File: src/rtl/lsu_pkg.sv
// Shared definitions for the load/store unit.
//   state_t     : FSM state encoding (IDLE, BUS, RESP)
//   F3_*        : RV32 load/store funct3 encodings accepted by the unit
//   TMO_DEFAULT : default bus-hang watchdog limit, in HLT cycles
package lsu_pkg;

  typedef enum logic [1:0] {
    IDLE = 2'd0,
    BUS  = 2'd1,
    RESP = 2'd2
  } state_t;

  localparam logic [2:0] F3_B  = 3'b000;
  localparam logic [2:0] F3_H  = 3'b001;
  localparam logic [2:0] F3_W  = 3'b010;
  localparam logic [2:0] F3_BU = 3'b100;
  localparam logic [2:0] F3_HU = 3'b101;

  localparam int unsigned TMO_DEFAULT = 15;

endpackage

File: src/rtl/lsu_align.sv
// Combinational lane logic for the load/store unit.
//   fn3       in  3 : funct3 of the access
//   ofs       in  2 : byte offset within the word (addr[1:0])
//   wr        in  1 : 1 = store, 0 = load
//   wdata     in 32 : store data from the core (low bits used)
//   rdata     in 32 : word read from the bus
//   be        out 4 : byte enables for the access
//   lane_data out 32: store data replicated across all byte lanes
//   load_data out 32: selected and sign/zero-extended load result
//   illegal   out 1 : bad funct3, unsigned store or misaligned H/W
module lsu_align
  import lsu_pkg::*;
(
  input  logic [2:0]  fn3,
  input  logic [1:0]  ofs,
  input  logic        wr,
  input  logic [31:0] wdata,
  input  logic [31:0] rdata,
  output logic [3:0]  be,
  output logic [31:0] lane_data,
  output logic [31:0] load_data,
  output logic        illegal
);

  logic [31:0] shifted;

  always_comb begin
    be        = '0;
    lane_data = wdata;
    illegal   = 1'b0;
    case (fn3)
      F3_B, F3_BU: begin
        be        = 4'b0001 << ofs;
        lane_data = {4{wdata[7:0]}};
      end
      F3_H, F3_HU: begin
        be        = ofs[1] ? 4'b1100 : 4'b0011;
        lane_data = {2{wdata[15:0]}};
        illegal   = ofs[0];
      end
      F3_W: begin
        be      = '1;
        illegal = (ofs != 2'b00);
      end
      default: illegal = 1'b1;
    endcase
    // Unsigned variants exist only for loads.
    if (wr && (fn3 == F3_BU || fn3 == F3_HU)) illegal = 1'b1;
  end

  assign shifted = rdata >> {ofs, 3'b000};

  always_comb begin
    case (fn3)
      F3_B:    load_data = {{24{shifted[7]}}, shifted[7:0]};
      F3_H:    load_data = {{16{shifted[15]}}, shifted[15:0]};
      F3_BU:   load_data = {24'h0, shifted[7:0]};
      F3_HU:   load_data = {16'h0, shifted[15:0]};
      default: load_data = rdata;
    endcase
  end

endmodule

File: src/rtl/lsu.sv
// Load/store unit: single-outstanding RV32 load/store initiator on the
// unified memory data port.
//   CLK, RES            : clock (rising edge), async active-high reset
//   REQ_VLD/REQ_RDY     : core request handshake
//   REQ_WR, REQ_FN3     : store flag and RV32 funct3
//   REQ_ADDR, REQ_DATA  : byte address and store data
//   RSP_VLD             : one-cycle response pulse
//   RSP_DATA, RSP_ERR   : registered load result / error flag
//   DADDR, DATAO, DATAI : word-aligned bus address, write data, read data
//   WR, RD, BE          : bus strobes and byte enables (active in BUS only)
//   HLT                 : memory wait request
// TMO sets how many consecutive HLT cycles are tolerated before abort.
module lsu
  import lsu_pkg::*;
#(
  parameter int unsigned TMO = TMO_DEFAULT
)
(
  input  logic        CLK,
  input  logic        RES,
  input  logic        REQ_VLD,
  output logic        REQ_RDY,
  input  logic        REQ_WR,
  input  logic [2:0]  REQ_FN3,
  input  logic [31:0] REQ_ADDR,
  input  logic [31:0] REQ_DATA,
  output logic        RSP_VLD,
  output logic [31:0] RSP_DATA,
  output logic        RSP_ERR,
  output logic [31:0] DADDR,
  output logic [31:0] DATAO,
  input  logic [31:0] DATAI,
  output logic        WR,
  output logic        RD,
  output logic [3:0]  BE,
  input  logic        HLT
);

  localparam logic [3:0] WDOG_LAST = 4'(TMO - 1);

  state_t      state;
  logic        up;
  logic [2:0]  fn3_q;
  logic [1:0]  ofs_q;
  logic        wr_q;
  logic [3:0]  wdog;

  logic        idle;
  logic        in_bus;
  logic        xfer;
  logic [2:0]  a_fn3;
  logic [1:0]  a_ofs;
  logic        a_wr;
  logic [3:0]  a_be;
  logic [31:0] a_lane;
  logic [31:0] a_load;
  logic        a_illegal;

  assign idle   = (state == IDLE);
  assign in_bus = (state == BUS);

  // One aligner serves both phases: in IDLE it classifies the incoming
  // request, afterwards it works from the latched fields.
  assign a_fn3 = idle ? REQ_FN3       : fn3_q;
  assign a_ofs = idle ? REQ_ADDR[1:0] : ofs_q;
  assign a_wr  = idle ? REQ_WR        : wr_q;

  lsu_align u_align (
    .fn3       (a_fn3),
    .ofs       (a_ofs),
    .wr        (a_wr),
    .wdata     (REQ_DATA),
    .rdata     (DATAI),
    .be        (a_be),
    .lane_data (a_lane),
    .load_data (a_load),
    .illegal   (a_illegal)
  );

  // 'up' keeps REQ_RDY low while reset is held without using RES as data.
  assign REQ_RDY = idle && up;
  assign xfer    = REQ_VLD && REQ_RDY;
  assign RSP_VLD = (state == RESP);

  // Strobes decode from state so an async reset drops them immediately.
  assign RD = in_bus && !wr_q;
  assign WR = in_bus && wr_q;
  assign BE = in_bus ? a_be : '0;

  always_ff @(posedge CLK or posedge RES) begin
    if (RES) begin
      state    <= IDLE;
      up       <= 1'b0;
      fn3_q    <= '0;
      ofs_q    <= '0;
      wr_q     <= 1'b0;
      wdog     <= '0;
      DADDR    <= '0;
      DATAO    <= '0;
      RSP_DATA <= '0;
      RSP_ERR  <= 1'b0;
    end else begin
      up <= 1'b1;
      case (state)
        IDLE: begin
          if (xfer) begin
            if (a_illegal) begin
              RSP_ERR  <= 1'b1;
              RSP_DATA <= '0;
              state    <= RESP;
            end else begin
              fn3_q <= REQ_FN3;
              ofs_q <= REQ_ADDR[1:0];
              wr_q  <= REQ_WR;
              wdog  <= '0;
              DADDR <= {REQ_ADDR[31:2], 2'b00};
              if (REQ_WR) DATAO <= a_lane;
              state <= BUS;
            end
          end
        end
        BUS: begin
          if (!HLT) begin
            RSP_ERR  <= 1'b0;
            RSP_DATA <= wr_q ? '0 : a_load;
            state    <= RESP;
          end else if (wdog == WDOG_LAST) begin
            RSP_ERR  <= 1'b1;
            RSP_DATA <= '0;
            state    <= RESP;
          end else begin
            wdog <= wdog + 4'd1;
          end
        end
        RESP:    state <= IDLE;
        default: state <= IDLE;
      endcase
    end
  end

endmodule

File: config.mk
export PLATFORM = sky130hd
export DESIGN_NAME = lsu
export DESIGN_NICKNAME = d
export VERILOG_FILES = /design/src/rtl/lsu_pkg.sv /design/src/rtl/lsu_align.sv /design/src/rtl/lsu.sv
export SDC_FILE = /design/constraint.sdc
export NUM_CORES = 1
export LEC_CHECK = 0
export CAP_MARGIN = 20
export CORE_UTILIZATION = 46
export CTS_BUF_LIST = sky130_fd_sc_hd__clkbuf_8
export DETAILED_ROUTE_END_ITERATION = 7
export PLACE_DENSITY = 0.78
export SYNTH_ARGS = -nofsm -noshare
export SYNTH_HDL_FRONTEND = slang
export SYNTH_HIERARCHICAL = 1
export SYNTH_SLANG_ARGS = --single-unit
File: constraint.sdc
create_clock -name CLK -period 3.4 [get_ports CLK]
set_input_delay 0.34 -clock CLK [delete_from_list [all_inputs] [get_ports CLK]]
set_output_delay 0.34 -clock CLK [all_outputs]
set_load 0.005 [all_outputs]
=== Yosys cells after proc, flatten, opt, wreduce, memory -nomap -nowiden ===
Cells that the tools add are included.

* Output and inout port bits: 105
* Bits in registers: 108
* Bits of input ports: 104
* Logic and storage cells: 76

* $add $sub $neg: 1
* Shift-type cells: 2
* Equal/unequal tests: 13
* Bitwise logic cells: 1
* Multiplexer cells: 31
* Reductions and logical operators: 18

{| class="wikitable"
|+ Operators by type and width
! kind !! count
|-
| 32-bit two-way mux || 5
|-
| 32-bit case mux with 2 select lines || 2
|-
| 32-bit case mux with 4 select lines || 1
|-
| 32-bit by 5-bit right shift with 16-bit output || 1
|-
| 4-bit two-way mux || 6
|-
| 4-bit case mux with 3 select lines || 1
|-
| 2-bit two-way mux || 5
|-
| 4-bit case mux with 2 select lines || 1
|-
| 4-bit AND reduction || 2
|-
| 3-bit == test, second input constant || 2
|-
| 1-bit two-way mux || 6
|-
| 2-bit inequality test, second input constant || 3
|-
| 1-bit logical AND || 5
|-
| 5-bit AND reduction || 1
|-
| 4-bit by 1-bit adder with 4-bit output, second input constant || 1
|-
| 4-bit == test, second input constant || 1
|-
| 2-bit by 1-bit inequality test with 1-bit output, second input constant || 2
|-
| 2-bit case mux with 2 select lines || 1
|-
| 2-bit nonzero test || 2
|-
| 2-bit OR reduction || 2
|-
| 1-bit by 2-bit << shifter with 4-bit output, first input constant || 1
|-
| 3-bit by 1-bit == test with 1-bit output, second input constant || 1
|-
| 3-bit by 2-bit == test with 1-bit output, second input constant || 1
|-
| 3-bit zero test || 1
|-
| 12 further kinds || 12
|}

=== Logic depth before layout (Yosys ltp) ===
* Word-level depth: 9
* Mapped depth: 10
* Mapped depth without buffers: 8

=== Hierarchy ===
The synthesis kept the hierarchy.

{| class="wikitable"
|+ By module, submodules not included
! module !! cells an instance !! seq. area each (sq um) !! times used !! area each (sq um)
|-
| lsu || 269 || 2702.6 || 1 || 4295.4
|-
| lsu_align || 192 || 0.0 || 1 || 1426.4
|}

=== Worst setup path before layout ===
Ideal clock, no wire load.

* Path kind: register to register
* Start point: register state[0]
* End point: register RSP_DATA[0]
* Setup slack: 0.347 ns
* Stages on the path, launching flop included: 11
* Arrival: 2.932 ns
* Required time: 3.279 ns
* Path buffers: 3
* Clock period less this slack: 3.053 ns
* Library setup time: 0.121 ns
* Path through: dfrtp_1 > nor2_1 > mux2_2 > buf_1 > clkbuf_1 > a221oi_1 > a31oi_1 > a31oi_1 > a311o_1 > clkbuf_1 > a22o_1

* Cells in the longest elaborated chain, start to end: 8
* Elaborated cells on any way between the ends: 29
* Those cells by class: eq/ne (8); shift (1); mux (9); reduce/logical (11)

{| class="wikitable"
|+ RTL lines
! item !! RTL line !! source
|-
| from (decl) || lsu.sv:41 || <nowiki>state_t state;</nowiki>
|-
| from (signal assigned) || lsu.sv:92 || <nowiki>state <= IDLE;</nowiki>
|-
| from (signal assigned) || lsu.sv:110 || <nowiki>state <= RESP;</nowiki>
|-
| from (signal assigned) || lsu.sv:118 || <nowiki>state <= BUS;</nowiki>
|-
| 2-bit zero test (*) || lsu.sv:59 || <nowiki>assign idle = (state == IDLE);</nowiki>
|-
| 3-bit two-way mux (*) || lsu.sv:64 || <nowiki>assign a_fn3 = idle ? REQ_FN3 : fn3_q;</nowiki>
|-
| via a_fn3[1] || lsu.sv:51 || <nowiki>logic [2:0] a_fn3;</nowiki>
|-
| 3-bit by 1-bit == test with 1-bit output, or another cell as far along || lsu_align.sv:31 || <nowiki>case (fn3)</nowiki>
|-
| 2-bit OR reduction / 1-bit logical OR (equally long branches) || lsu_align.sv:31, lsu_align.sv:48 ||
|-
| 1-bit case mux with 3 select lines / 1-bit logical AND (equally long branches) || lsu_align.sv:31, lsu_align.sv:48 ||
|-
| 1-bit two-way mux (*) || lsu_align.sv:48 || <nowiki>if (wr && (fn3 == F3_BU || fn3 == F3_HU)) illegal = 1'b1;</nowiki>
|-
| via a_illegal || lsu.sv:57 || <nowiki>logic a_illegal;</nowiki>
|-
| 2-bit by 1-bit inequality test with 1-bit output (no source line) (*) || n/a ||
|-
| 4-bit AND reduction (no source line) (*) || n/a ||
|-
| to (signal assigned) || lsu.sv:125 || <nowiki>RSP_DATA <= wr_q ? '0 : a_load;</nowiki>
|-
| to (decl) || lsu.sv:28 || <nowiki>output logic [31:0] RSP_DATA,</nowiki>
|}

The timed path passes the listed nets; every way through them passes the cells marked *.
A chain may end at the register's enable or synchronous reset.

=== Worst setup path after layout ===
* Start point: register state[0]
* End point: output port BE[0]

* Elaborated cells on any way between the ends: 15
* Those cells by class: eq/ne (5); shift (1); mux (5); reduce/logical (4)

{| class="wikitable"
|+ RTL lines
! item !! RTL line !! source
|-
| 2-bit zero test || lsu.sv:59 ||
|-
| 2-bit two-way mux || lsu.sv:65 || <nowiki>assign a_ofs = idle ? REQ_ADDR[1:0] : ofs_q;</nowiki>
|-
| via a_ofs[0] || lsu.sv:52 || <nowiki>logic [1:0] a_ofs;</nowiki>
|-
| 1-bit by 2-bit << shifter with 4-bit output || lsu_align.sv:33 || <nowiki>be = 4'b0001 << ofs;</nowiki>
|-
| 4-bit case mux with 3 select lines || lsu_align.sv:31 ||
|-
| via a_be[0] || lsu.sv:54 || <nowiki>logic [3:0] a_be;</nowiki>
|-
| 4-bit two-way mux || lsu.sv:88 || <nowiki>assign BE = in_bus ? a_be : '0;</nowiki>
|-
| to (decl) || lsu.sv:35 || <nowiki>output logic [3:0] BE,</nowiki>
|}

The timed path passes the listed nets, and every way through them passes these cells.

==> impl_metrics.json <==
{
  "ant_nets": 0,
  "synth_edf_count": 0,
  "dieArea_um2": 12900,
  "p_leak_nw": 3.53,
  "place.gp.congestion": 0.844,
  "maxSlewViolCount": 0,
  "synth.distinct_cells": 47,
  "synth_common_cells": "108 x dfrtp_1, 68 x mux2_2, 32 x a22o_1",
  "clk_pin_slew_worst_paths_ps": 110,
  "fin_cells": 822,
  "antenna_found_initial": 0,
  "final_util_pct": 67.0,
  "viasPerCell": 5.41,
  "tightest_slew_ps": 788,
  "synth_top_cell_area_share_pct": 47.2,
  "clk_latency_ps": 380,
  "remaining_drc_errors": 0,
  "dp_hpwl_mm": 10.8,
  "required_ps": 3060,
  "synth_top_area_cell": "dfrtp_1",
  "grt_max_degree": 63,
  "ys_seq_area_share_pct": 47.2,
  "area_growth_pct": 41.2,
  "cts_root_buffer": "clkbuf_8",
  "numCtsBuffers": 9,
  "cp-start-kind": "flip-flop",
  "relSlewSlack_pct": 47.5,
  "cp.arrival_ps": 2870,
  "ioPinCount": 209,
  "synthTopCellsByArea": "dfrtp_1 47%, mux2_2 13%, mux2_4 7.6%, a22o_1 4.9%, mux2i_1 3.1%",
  "rows": 40,
  "period_share_pct": 94.3,
  "n_antenna_cell": 0,
  "final_net_count": 755,
  "whs_ps": 464,
  "grt_pass1_vias": 4551,
  "placement.io_buffers": 206,
  "synth-async-reset-ratio_pct": 100,
  "p_per_area_nw_per_um2": 877,
  "initial_core_util_pct": 47.4,
  "ys.flop_type": "dfrtp_1",
  "status": "completed",
  "fin_crit_ps": 3210,
  "synth.avg_cell_area_um2": 12.4,
  "post_cts_buffers": 0,
  "core_um2": 12100,
  "tns_ps": 0,
  "worst-path-max-fanout": 9,
  "syn-cell-area_um2": 5720,
  "end_kind": "output port",
  "holdBufCountCts": 0,
  "netlist_instances": 461,
  "dr.pass1.iters": 4,
  "clock_skew_ps": 18.7,
  "grt_pass1_wl_mm": 23.6,
  "grtUsageTotal_pct": 23.4,
  "dp_cells": 806,
  "fmax_mhz": 312,
  "hold_viol_final": 0,
  "yosysWarningCount": 6,
  "grt_overflow": 0,
  "die_h_um": 114,
  "drtIter0Drc": 188,
  "fill_cells": 940,
  "routed_wl_mm": 14.8,
  "worst-setup-path-type": "flip-flop to output port",
  "ys_ff_latch": 108,
  "r2r_slack_ps": 240,
  "drive_above_1_share_pct": 22.3,
  "setup_viol": 0,
  "yosys.cell_count.top_type": "dfrtp_1",
  "fin_total_pwr_w": 0.00708,
  "cts.sinks": 108,
  "drv_cap": 0,
  "wl_per_cell_um": 18.0,
  "cts_max_path_buffers": 2,
  "cts.htree.levels": 3,
  "irDropWorstVdd_v": 0.000374,
  "vias": 4443,
  "cts_tree": "built",
  "hold_class": "input port to async pin",
  "die_w_um": 114,
  "rsz0062_at_grt": "no"
}
==> metal layers <==
layer  part of all wire [%]  global-route usage (%)  up-vias
li1                       -                       -     2066
met1                     44                    30.6     2183
met2                     48                    38.7      173
met3                    5.6                    4.89       21
met4                    2.2                    7.81        0
met5                      0                       0        -
==> layout by cell type (no fill, tap or decap), drive strengths merged, types with 2 or more instances in the layout <==
cell and instances:
clkdlybuf4s50 206, dfrtp 108, mux2 97, a22o 32, nand2 26, o21ai 26, mux2i 18, inv 17
buf 12, clkbuf 10, o22ai 9, and2 8, o221ai 8, o211a 8, a22oi 8, nor2b 7
a2bb2oi 7, nor2 7, nand2b 4, o31ai 4, conb 3, clkinv 3, nand3 2, a31oi 2
a21oi 2, ha 2, or2 2
==> cells by family after synthesis <==
group	synth area share [%]
mux	24.5
compound gates	16.4
flops	47.2
simple gates	5.75
buf+inv	5.49
fa+ha+maj	0.437
other cells	0.131
==> where the power goes <==
group / internal [W] / switching (W) / leakage (nW) / total (W)
logic: 0.00236 / 0.00161 / 2.06 / 0.00397
clock network: 0.000375 / 0.000469 / 0.107 / 0.000844
registers: 0.00189 / 0.000377 / 1.37 / 0.00227
total: 0.00463 / 0.00245 / 3.53 / 0.00708
==> final timing paths <==
kind	startpoint	end	cells after the start
setup / recovery	state[0]	BE[0]	7
hold / removal	RES	DATAO[22]	2
setup reg to reg	state[0]	DATAO[31]	7
hold reg to reg	RSP_ERR	RSP_ERR	1
max in group asynchronous	RES	DADDR[14]	3
min in group CLK	RSP_ERR	RSP_ERR	1
==> cell type report <==
| class | instances | area (um^2) | share of cell area (%) |
|---|---|---|---|
| multi-input combinational | 296 | 2720 | 33.7 |
| sequential | 108 | 2700 | 33.5 |
| timing repair buffer | 218 | 2160 | 26.8 |
| tap | 168 | 210 | 2.60 |
| clock buffer | 10 | 138 | 1.70 |
| clock inverter | 6 | 80.1 | 0.991 |
| inverter | 16 | 62.6 | 0.774 |
==> sequential cells by signal, indices dropped and copies added, names as in the netlist <==
signal    flops
RSP_ERR       1
wr_q          1
ofs_q         2
wdog          4
DADDR        30
DATAO        32
state         2
RSP_DATA     32
up            1
fn3_q         3
==> critical path: stages (launching register included) <==
cell	delay, ps
dfrtp_1	470
nor2_2	310
mux2_2	420
clkinv_1	190
nor2_1	100
o31ai_1	310
and2_1	180
clkdlybuf4s50_1	530
==> what timing repair did <==
item                                    4_1_cts  5_1_grt
endpoints found under the setup margin        0       67
endpoints found under the hold margin         0        0
gates resized for setup                       0        1
==> per-stage QoR <==
step	worst slack [ps]	instance area, um^2
6_report	193	8080
5_1_grt	14.2	8080
3_5_place_dp	153	7860
2_1_floorplan	214	5730
3_3_place_gp	299	7860
4_1_cts	27.5	8080
No activity file was read; power rests on OpenSTA's default activity.
